`src/rtl/npc_pkg.sv`:
```
// Shared types and default constants for the next-PC unit.
// NPC_EXC_EN (when defined) enables the exception entry/return path.
package npc_pkg;

  typedef enum logic [2:0] {
    NPC_SEQ  = 3'b000,
    NPC_J    = 3'b001,
    NPC_BEQ  = 3'b010,
    NPC_BNE  = 3'b011,
    NPC_JR   = 3'b100,
    NPC_BLEZ = 3'b101,
    NPC_BGTZ = 3'b110,
    NPC_BGEZ = 3'b111
  } npc_op_e;

  typedef enum logic {
    ST_RUN  = 1'b0,
    ST_PEND = 1'b1
  } npc_state_e;

  localparam logic [31:0] NPC_RESET_PC   = 32'h0000_3000;
  localparam logic [31:0] NPC_EXC_VECTOR = 32'h0000_4180;

endpackage

```
`src/rtl/npc_if.sv`:
```
// ID-stage / fetch-side bundle of the next-PC unit.
// Exception signals exist only when NPC_EXC_EN is defined.
interface npc_if import npc_pkg::*; #(
  parameter int XLEN = 32
);
  logic            stall_i;
  logic            id_valid_i;
  logic [XLEN-1:0] id_pc4_i;
  logic [15:0]     id_offset_i;
  logic [25:0]     id_index_i;
  npc_op_e         npc_op_i;
  logic [XLEN-1:0] rs_val_i;
  logic [XLEN-1:0] rt_val_i;
  logic [XLEN-1:0] pc_o;
  logic [XLEN-1:0] pc4_o;
  logic            redirect_o;
  logic            pend_o;
`ifdef NPC_EXC_EN
  logic            exc_req_i;
  logic [XLEN-1:0] exc_pc_i;
  logic            eret_i;
  logic [XLEN-1:0] epc_o;

  modport slave (
    input  stall_i, id_valid_i, id_pc4_i, id_offset_i, id_index_i, npc_op_i,
           rs_val_i, rt_val_i, exc_req_i, exc_pc_i, eret_i,
    output pc_o, pc4_o, redirect_o, pend_o, epc_o
  );
  modport master (
    output stall_i, id_valid_i, id_pc4_i, id_offset_i, id_index_i, npc_op_i,
           rs_val_i, rt_val_i, exc_req_i, exc_pc_i, eret_i,
    input  pc_o, pc4_o, redirect_o, pend_o, epc_o
  );
`else
  modport slave (
    input  stall_i, id_valid_i, id_pc4_i, id_offset_i, id_index_i, npc_op_i,
           rs_val_i, rt_val_i,
    output pc_o, pc4_o, redirect_o, pend_o
  );
  modport master (
    output stall_i, id_valid_i, id_pc4_i, id_offset_i, id_index_i, npc_op_i,
           rs_val_i, rt_val_i,
    input  pc_o, pc4_o, redirect_o, pend_o
  );
`endif
endinterface

```
`src/rtl/npc_resolve.sv`:
```
// Combinational branch/jump resolver: condition evaluation and target formation.
module npc_resolve import npc_pkg::*; #(
  parameter int XLEN = 32
) (
  input  npc_op_e         op,
  input  logic            valid,
  input  logic [XLEN-1:0] pc4,
  input  logic [15:0]     offset,
  input  logic [25:0]     index,
  input  logic [XLEN-1:0] rs,
  input  logic [XLEN-1:0] rt,
  output logic            taken,
  output logic [XLEN-1:0] target
);
  logic [XLEN-1:0] br_tgt, j_tgt, jr_tgt;
  logic            rs_neg, rs_zero, cond;

  assign br_tgt  = pc4 + {{(XLEN-18){offset[15]}}, offset, 2'b00};
  assign j_tgt   = {pc4[XLEN-1:28], index, 2'b00};
  assign jr_tgt  = {rs[XLEN-1:2], 2'b00};
  assign rs_neg  = rs[XLEN-1];
  assign rs_zero = (rs == '0);

  always_comb begin
    cond   = 1'b0;
    target = br_tgt;
    case (op)
      NPC_SEQ:  cond = 1'b0;
      NPC_J:    begin cond = 1'b1; target = j_tgt; end
      NPC_BEQ:  cond = (rs == rt);
      NPC_BNE:  cond = (rs != rt);
      NPC_JR:   begin cond = 1'b1; target = jr_tgt; end
      NPC_BLEZ: cond = rs_neg | rs_zero;
      NPC_BGTZ: cond = ~rs_neg & ~rs_zero;
      NPC_BGEZ: cond = ~rs_neg;
      default:  cond = 1'b0;
    endcase
  end

  assign taken = valid & cond;
endmodule

```
`src/rtl/npc_pc_unit.sv`:
```
// Fetch PC register + next-PC FSM; holds a redirect while IF is stalled.
// NPC_EXC_EN adds exception entry (EXC_VECTOR) and eret return via EPC.
module npc_pc_unit import npc_pkg::*; #(
  parameter int          XLEN       = 32,
  parameter logic [31:0] RESET_PC   = NPC_RESET_PC
`ifdef NPC_EXC_EN
 ,parameter logic [31:0] EXC_VECTOR = NPC_EXC_VECTOR
`endif
) (
  input  logic  clk,
  input  logic  rst_n,
  npc_if.slave  bus
);
  localparam logic [XLEN-1:0] RST_PC = XLEN'(RESET_PC);

  npc_state_e      state_q, state_d;
  logic [XLEN-1:0] pc_q, pc_d, pend_q, pend_d;
  logic            id_taken, req_taken, redirect;
  logic [XLEN-1:0] id_tgt, req_tgt;

  npc_resolve #(.XLEN(XLEN)) u_resolve (
    .op     (bus.npc_op_i),
    .valid  (bus.id_valid_i),
    .pc4    (bus.id_pc4_i),
    .offset (bus.id_offset_i),
    .index  (bus.id_index_i),
    .rs     (bus.rs_val_i),
    .rt     (bus.rt_val_i),
    .taken  (id_taken),
    .target (id_tgt)
  );

`ifdef NPC_EXC_EN
  logic [XLEN-1:0] epc_q;

  always_ff @(posedge clk or negedge rst_n) begin
    if (!rst_n)             epc_q <= '0;
    else if (bus.exc_req_i) epc_q <= bus.exc_pc_i;
  end

  assign bus.epc_o = epc_q;
  // eret outranks the ID redirect but otherwise follows the same stall rules
  assign req_taken = bus.eret_i | id_taken;
  assign req_tgt   = bus.eret_i ? epc_q : id_tgt;
`else
  assign req_taken = id_taken;
  assign req_tgt   = id_tgt;
`endif

  always_comb begin
    state_d  = state_q;
    pc_d     = pc_q;
    pend_d   = pend_q;
    redirect = 1'b0;
    case (state_q)
      ST_RUN: begin
        if (req_taken) begin
          redirect = 1'b1;
          if (bus.stall_i) begin
            pend_d  = req_tgt;
            state_d = ST_PEND;
          end else begin
            pc_d = req_tgt;
          end
        end else if (!bus.stall_i) begin
          pc_d = pc_q + XLEN'(32'd4);
        end
      end
      ST_PEND: begin
        if (!bus.stall_i) begin
          pc_d    = pend_q;
          state_d = ST_RUN;
        end
      end
      default: state_d = ST_RUN;
    endcase
`ifdef NPC_EXC_EN
    // exception entry overrides stall, a pending redirect and ID
    if (bus.exc_req_i) begin
      pc_d     = XLEN'(EXC_VECTOR);
      pend_d   = '0;
      state_d  = ST_RUN;
      redirect = 1'b1;
    end
`endif
  end

  always_ff @(posedge clk or negedge rst_n) begin
    if (!rst_n) begin
      state_q <= ST_RUN;
      pc_q    <= RST_PC;
      pend_q  <= '0;
    end else begin
      state_q <= state_d;
      pc_q    <= pc_d;
      pend_q  <= pend_d;
    end
  end

  assign bus.pc_o       = pc_q;
  assign bus.pc4_o      = pc_q + XLEN'(32'd4);
  assign bus.redirect_o = redirect;
  assign bus.pend_o     = (state_q == ST_PEND);
endmodule

```
`src/flat_wrapper.sv`:
```
// flat-port wrapper written by rule: the top's interface ports become plain ports
module npc_pc_unit_flat import npc_pkg::*;
#(
  parameter int          XLEN       = 32,
  parameter logic [31:0] RESET_PC   = NPC_RESET_PC

)
  (clk, rst_n, bus_stall_i, bus_id_valid_i, bus_id_pc4_i, bus_id_offset_i, bus_id_index_i, bus_npc_op_i, bus_rs_val_i, bus_rt_val_i, bus_pc_o, bus_pc4_o, bus_redirect_o, bus_pend_o);
  npc_if #(.XLEN(XLEN)) bus_i ();
  input  logic clk;
  input  logic rst_n;
  input wire logic [$bits(bus_i.stall_i)-1:0] bus_stall_i;
  input wire logic [$bits(bus_i.id_valid_i)-1:0] bus_id_valid_i;
  input wire logic [$bits(bus_i.id_pc4_i)-1:0] bus_id_pc4_i;
  input wire logic [$bits(bus_i.id_offset_i)-1:0] bus_id_offset_i;
  input wire logic [$bits(bus_i.id_index_i)-1:0] bus_id_index_i;
  input wire logic [$bits(bus_i.npc_op_i)-1:0] bus_npc_op_i;
  input wire logic [$bits(bus_i.rs_val_i)-1:0] bus_rs_val_i;
  input wire logic [$bits(bus_i.rt_val_i)-1:0] bus_rt_val_i;
  output wire logic [$bits(bus_i.pc_o)-1:0] bus_pc_o;
  output wire logic [$bits(bus_i.pc4_o)-1:0] bus_pc4_o;
  output wire logic [$bits(bus_i.redirect_o)-1:0] bus_redirect_o;
  output wire logic [$bits(bus_i.pend_o)-1:0] bus_pend_o;
  assign bus_i.stall_i = bus_stall_i;
  assign bus_i.id_valid_i = bus_id_valid_i;
  assign bus_i.id_pc4_i = bus_id_pc4_i;
  assign bus_i.id_offset_i = bus_id_offset_i;
  assign bus_i.id_index_i = bus_id_index_i;
  assign bus_i.npc_op_i = bus_npc_op_i;
  assign bus_i.rs_val_i = bus_rs_val_i;
  assign bus_i.rt_val_i = bus_rt_val_i;
  assign bus_pc_o = bus_i.pc_o;
  assign bus_pc4_o = bus_i.pc4_o;
  assign bus_redirect_o = bus_i.redirect_o;
  assign bus_pend_o = bus_i.pend_o;
  npc_pc_unit #(.XLEN(XLEN), .RESET_PC(RESET_PC)) u_core (.clk(clk), .rst_n(rst_n), .bus(bus_i));
endmodule
```
`config.mk`:
```
export PLATFORM = sky130hd
export DESIGN_NAME = npc_pc_unit_flat
export DESIGN_NICKNAME = d
export VERILOG_FILES = /design/src/rtl/npc_pkg.sv /design/src/rtl/npc_if.sv /design/src/rtl/npc_resolve.sv /design/src/rtl/npc_pc_unit.sv /design/src/flat_wrapper.sv
export SDC_FILE = /design/constraint.sdc
export NUM_CORES = 1
export LEC_CHECK = 0
export ABC_AREA = 1
export BUFFER_PORTS_ARGS = -buffer_cell sky130_fd_sc_hd__clkbuf_2
export CELL_PAD_IN_SITES_DETAIL_PLACEMENT = 0
export CELL_PAD_IN_SITES_GLOBAL_PLACEMENT = 1
export CORE_MARGIN = 10
export CORE_UTILIZATION = 37
export CTS_BUF_LIST = sky130_fd_sc_hd__clkbuf_4
export CTS_CLUSTER_DIAMETER = 100
export DETAILED_ROUTE_END_ITERATION = 12
export PLACE_DENSITY_LB_ADDON = 0.1
export SLEW_MARGIN = 40
export SYNTH_ARGS = -nofsm -noshare
export SYNTH_HDL_FRONTEND = slang
export SYNTH_HIERARCHICAL = 1
export SYNTH_SLANG_ARGS = --single-unit
```
`constraint.sdc`:
```
create_clock -name clk -period 2.9 [get_ports clk]
set_input_delay 0.725 -clock clk [delete_from_list [all_inputs] [get_ports clk]]
set_output_delay 0.725 -clock clk [all_outputs]
set_load 0.01 [all_outputs]
```
Yosys cells after proc, flatten, opt, wreduce, memory -nomap -nowiden
Index checks and enable logic that the tools add are counted.

Output and inout bits: 66. Flip-flop bits (word level): 65. Word-level logic and storage cells: 39. Input port bits: 145.

Bitwise operators: 6. Mux-type cells: 12. Add/subtract/negate cells: 2. Equal/unequal tests: 11. Reduce and logical (&&, ||, !) cells: 5.

Operators with widths (count): $mux W32 (4); $pmux W32 S2 (2); $add A32 B3 Y32 const B (1); $add A32 B32 Y32 (1); $eq A32 B32 Y1 (1); $logic_not A32 Y1 (1); $ne A32 B32 Y1 (1); $eq A3 B3 Y1 const B (4); $pmux W1 S7 (1); $eq A3 B2 Y1 const B (2); $mux W1 (4); $ne A2 B2 Y1 const B (2); $eq A3 B1 Y1 const B (1); $logic_not A3 Y1 (1); $not A1 Y1 (3); $reduce_and A3 Y1 (1); $and A1 B1 Y1 (2); $pmux W1 S2 (1); $reduce_and A2 Y1 (1); $reduce_or A2 Y1 (1); $or A1 B1 Y1 (1).

Depth between registers and ports, before layout
Depth in word-level cells: 7. Mapped depth: 21. Depth with buffers taken out: 20.

Hierarchy
Netlist, hierarchy kept.

Modules (own cells, without submodules): npc_pc_unit (instances 1, seq. area each 1629.1 um2, area an instance 3764.9 um2, cells an instance 432); npc_resolve (instances 1, seq. area each 0.0 um2, area an instance 3462.1 um2, cells an instance 740).

Worst setup path before layout
No wires, ideal clock.

Kind: input -> output. Start point: input port bus_npc_op_i[2]. End point: output port bus_redirect_o. Stages on the path: 12. Slack: 0.209 ns. Required time: 2.175 ns. Arrival: 1.966 ns. Buffers on the path: 3. Cell sequence: clkbuf_2 -> nor2_2 -> inv_1 -> nand2_2 -> inv_1 -> buf_2 -> nand3_1 -> nor2_1 -> nor2_1 -> inv_1 -> nor2_4 -> buf_2.

Word-level cells in the longest chain between the ends: 6. Elaborated cells between the ends (all ways): 13. Classes of those cells: eq/ne (7); mux (3); bitwise (1); reduce/logical (2).

RTL lines: from (decl) (line flat_wrapper.sv:17) `input wire logic [$bits(bus_i.npc_op_i)-1:0] bus_npc_op_i;`; $eq A3 B3 Y1 / $eq A3 B1 Y1 (equally long branches) (line npc_resolve.sv:27) `case (op)`; $reduce_or A2 Y1 (no source line); $pmux W1 S7 * (line npc_resolve.sv:27); $and A1 B1 Y1 * (line npc_resolve.sv:40) `assign taken = valid & cond;`; net u_core.id_taken (line npc_pc_unit.sv:18) `logic id_taken, req_taken, redirect;`; $mux W1 * (line npc_pc_unit.sv:57) `if (req_taken) begin`; $mux W1 * (line npc_pc_unit.sv:55) `case (state_q)`; to (decl) (line flat_wrapper.sv:22) `output wire logic [$bits(bus_i.redirect_o)-1:0] bus_redirect_o;`.

Mark *: on every way through the listed nets, which the timed path passes. The rest lies on a longest branch.

Worst setup path in the final report
Start point: input port bus_rs_val_i[10]. End point: output port bus_redirect_o.

Word-level cells in the longest chain between the ends: 7. Elaborated cells between the ends (all ways): 10. Classes of those cells: eq/ne (2); mux (3); bitwise (4); reduce/logical (1).

RTL lines: from (decl) (line flat_wrapper.sv:18) `input wire logic [$bits(bus_i.rs_val_i)-1:0] bus_rs_val_i;`; $logic_not A32 Y1 (line npc_resolve.sv:22) `assign rs_zero = (rs == '0);`; $not A1 Y1 (line npc_resolve.sv:34) `NPC_BGTZ: cond = ~rs_neg & ~rs_zero;`; $and A1 B1 Y1 (line npc_resolve.sv:34); $pmux W1 S7 * (line npc_resolve.sv:27); $and A1 B1 Y1 * (line npc_resolve.sv:40); net u_core.id_taken (line npc_pc_unit.sv:18); $mux W1 * (line npc_pc_unit.sv:57); $mux W1 * (line npc_pc_unit.sv:55).

Marks and branches as above.

==> results.json <==
{
  "status": "finished clean",
  "cp.arrival_ns": 2.05,
  "tritoncts.num_buffers": 9,
  "ys_seq_area_frac": 0.225,
  "yosys.area.top_type": "dfrtp_1",
  "core_sq_um": 19300,
  "wl_microns": 29200,
  "setup_ws_ns": 0.122,
  "synthToLayoutAreaGrowth_pct": 32.2,
  "path_buf_inv": 3,
  "hold_class": "input pin to async pin",
  "dpl.hpwl_microns": 24700,
  "hold_viol": 0,
  "hold_buffers": 0,
  "syn_area_sq_um": 7230,
  "synth_commonest_cells": "410 x nand2_1, 170 x inv_1, 128 x nor2_1",
  "wl_met2_microns": 13100,
  "fmax_ghz": 0.360,
  "p_per_area_nw_per_um2": 467,
  "async_reset_ff_frac": 1.00,
  "synth_top_area_frac": 0.218,
  "report.final.setup_viol": 0,
  "yosys_warnings": 6,
  "yosys-top-cells-area": "dfrtp_1 22%, nand2_1 21%, inv_1 8.8%, nor2_1 6.6%, ha_1 5.2%",
  "period_needed_ns": 2.78,
  "topRoutingLayerUsed": "met5",
  "rrSetupSlack_ns": 1.07,
  "end_kind": "output pin",
  "num-fill-cells": 2124,
  "maxSlewViolCount": 0,
  "vias": 8322,
  "grt-ovfl-total": 0,
  "cts_tree": "done",
  "dpl_cell_area_sq_um": 9220,
  "worst_pin_slew_ns": 0.576,
  "yosys.cell_types.count": 43,
  "place_ws_ns": -0.191,
  "fin_skew_ns": 0.0139,
  "regToRegStartpoint": "u_core/bus.pend_o",
  "power.static_leakage_nw": 5.29,
  "fin_util": 0.494,
  "cp_slowest_cell": "xnor2_2",
  "slew_headroom": 0.616,
  "clk_pin_slew_ns": 0.13,
  "syn_nets": 1348,
  "wl_met3_microns": 2360,
  "fin_crit_sh": 0.958,
  "grt_pass1_wl_microns": 46300,
  "crit_family": "simple AND/OR/NAND/NOR gates",
  "required_ns": 2.17,
  "ios": 211,
  "rsz0062_at_grt": "yes",
  "grt_max_degree": 66,
  "clock_path_buffers": 2,
  "max-cap-violations": 0,
  "dieArea_sq_um": 25500,
  "antenna_found_initial": 3,
  "drc": 0,
  "avgSynthCellArea_sq_um": 6.17,
  "path_cells": "buf_2 -> xnor2_2 -> nand2_1 -> nor2_1 -> nand2_1 -> nor2_2 -> nand2_1 -> nand2_1 -> nand2_1 -> nor2_2 -> nor2_1 -> inv_1 -> nor2_4 -> buf_6",
  "ff_latch_area_sq_um": 1630,
  "cts_max_level": 3,
  "rows": 51,
  "grt_use_total": 0.224,
  "r2r_cells": 5,
  "synth_enable_flop_cells": 0,
  "final_nets": 1637,
  "dr.first_iter.drc_count": 556,
  "die_y_microns": 160,
  "design_area_sq_um": 9550,
  "path_max_fanout": 3,
  "met1Wirelength_microns": 13400,
  "ir_drop_mv": 0.228,
  "gp_congestion": 0.933,
  "syn-instance-count": 1172,
  "initial_utilization": 0.374,
  "first_pass_iters": 5,
  "multi_input_comb_area_sq_um": 4900,
  "max_stage_delay_ns": 0.18,
  "synth_most_common_cell": "nand2_1",
  "wl_per_cell_microns": 16.9,
  "yosys_register_bits": 65,
  "critPathKind": "input pin to output pin",
  "timing.rr.end": "u_core/bus.pc_o[14]",
  "crit_top_cell": "nand2_1",
  "grt_pass1_vias": 8533,
  "portBuffers": 210,
  "drive_gt1_frac": 0.296,
  "ant_nets": 0,
  "cts_root_buffer": "clkbuf_4",
  "cp-start-kind": "input pin",
  "viasPerCell": 4.80,
  "dieWidth_microns": 160,
  "clk_latency_ns": 0.43,
  "clock-sinks": 65,
  "synth_ff_type": "dfrtp_1"
}
==> metal layers <==
layer / up-vias / GRT usage
met4: 2 / 0.0354
li1: 4301 / -
met5: - / 0
met3: 20 / 0.0620
met1: 3736 / 0.289
met2: 263 / 0.369
==> worst max path at each step <==
| stage | to | cells past startpoint | startpoint |
|---|---|---|---|
| 2_1_floorplan | bus_redirect_o | 12 | bus_npc_op_i[2] |
| 3_3_place_gp | u_core/bus.pc_o[14] | 16 | bus_id_offset_i[0] |
| 3_5_place_dp | u_core/bus.pc_o[14] | 16 | bus_id_offset_i[0] |
| 4_1_cts | bus_redirect_o | 15 | bus_rs_val_i[17] |
| 5_1_grt | bus_redirect_o | 16 | bus_rs_val_i[31] |
| 6_report | bus_redirect_o | 14 | bus_rs_val_i[10] |
==> metrics by stage <==
stage                TNS, ns  hold WS [ns]  std cells  total power, mW
finish                     0         0.287       1732             4.46
global route         -0.0143         0.291       1731             4.80
CTS                 -0.00970         0.291       1726             4.46
detailed placement    -0.712         0.460       1709             3.72
global placement      -0.536         0.455       1709             3.69
floorplan                  0         0.429       1172             2.72
==> flip-flops by register name, summed over array words and instances, names as in the netlist <==
name and count:
u_core/bus.pc_o 32, u_core/bus.pend_o 1, u_core/pend_q 32
==> logic make-up (layout without fill, tap and decap cells) <==
group           Yosys count  count (layout)  share of synthesized area
simple gates            676             676                      0.399
buf+inv                 204             498                      0.110
compound gates          135             135                      0.120
flops                    65              65                      0.225
fa+ha+maj                31              31                     0.0547
xor+xnor                 31              31                     0.0448
mux                      30              30                     0.0467
other cells               0               1                          0
==> where the power goes <==
part / switching, mW / leakage, nW / internal (mW) / total (mW)
clock: 0.375 / 0.0820 / 0.350 / 0.725
sequential: 0.278 / 0.758 / 1.20 / 1.47
combinational: 1.29 / 4.45 / 0.974 / 2.26
total: 1.94 / 5.29 / 2.52 / 4.46
==> cells in the final DEF, fill, tap and decap left out, drive strengths merged <==
master | Yosys | layout
clkinvlp | 0 | 1
diode | 0 | 1
nand3b | 12 | 12
dfstp | 2 | 2
fa | 1 | 1
xor2 | 14 | 14
and3 | 1 | 1
mux2 | 30 | 30
a32o | 3 | 3
nor3 | 6 | 6
buf | 18 | 109
nor2 | 145 | 145
a21boi | 1 | 1
o21bai | 5 | 5
a221oi | 28 | 28
nand2 | 426 | 426
ha | 30 | 30
or2 | 2 | 2
clkbuf | 14 | 210
xnor2 | 17 | 17
and2 | 6 | 6
a22oi | 7 | 7
inv | 171 | 173
bufinv | 0 | 2
a21o | 3 | 3
a31oi | 1 | 1
nand4 | 4 | 4
o21ai | 27 | 27
dfrtp | 63 | 63
a21oi | 51 | 51
clkinv | 1 | 3
nand3 | 74 | 74
o211ai | 8 | 8
o221ai | 1 | 1
==> timing repair <==
action,4_1_cts,5_1_grt
pin swaps,0,30
gates resized for setup,1,47
buffers inserted,1,5
endpoints found under the setup margin,2,7
==> area by class of cell <==
cell class              instances  area share
multi-input cells             903       0.513
repair buffers                310       0.197
flip-flops and latches         65       0.171
inverters                     172      0.0679
well taps                     265      0.0347
clock inverters                 7     0.00969
clock buffers                   9     0.00707
diodes                          1    0.000262
No activity file was read; power rests on OpenSTA's default activity.
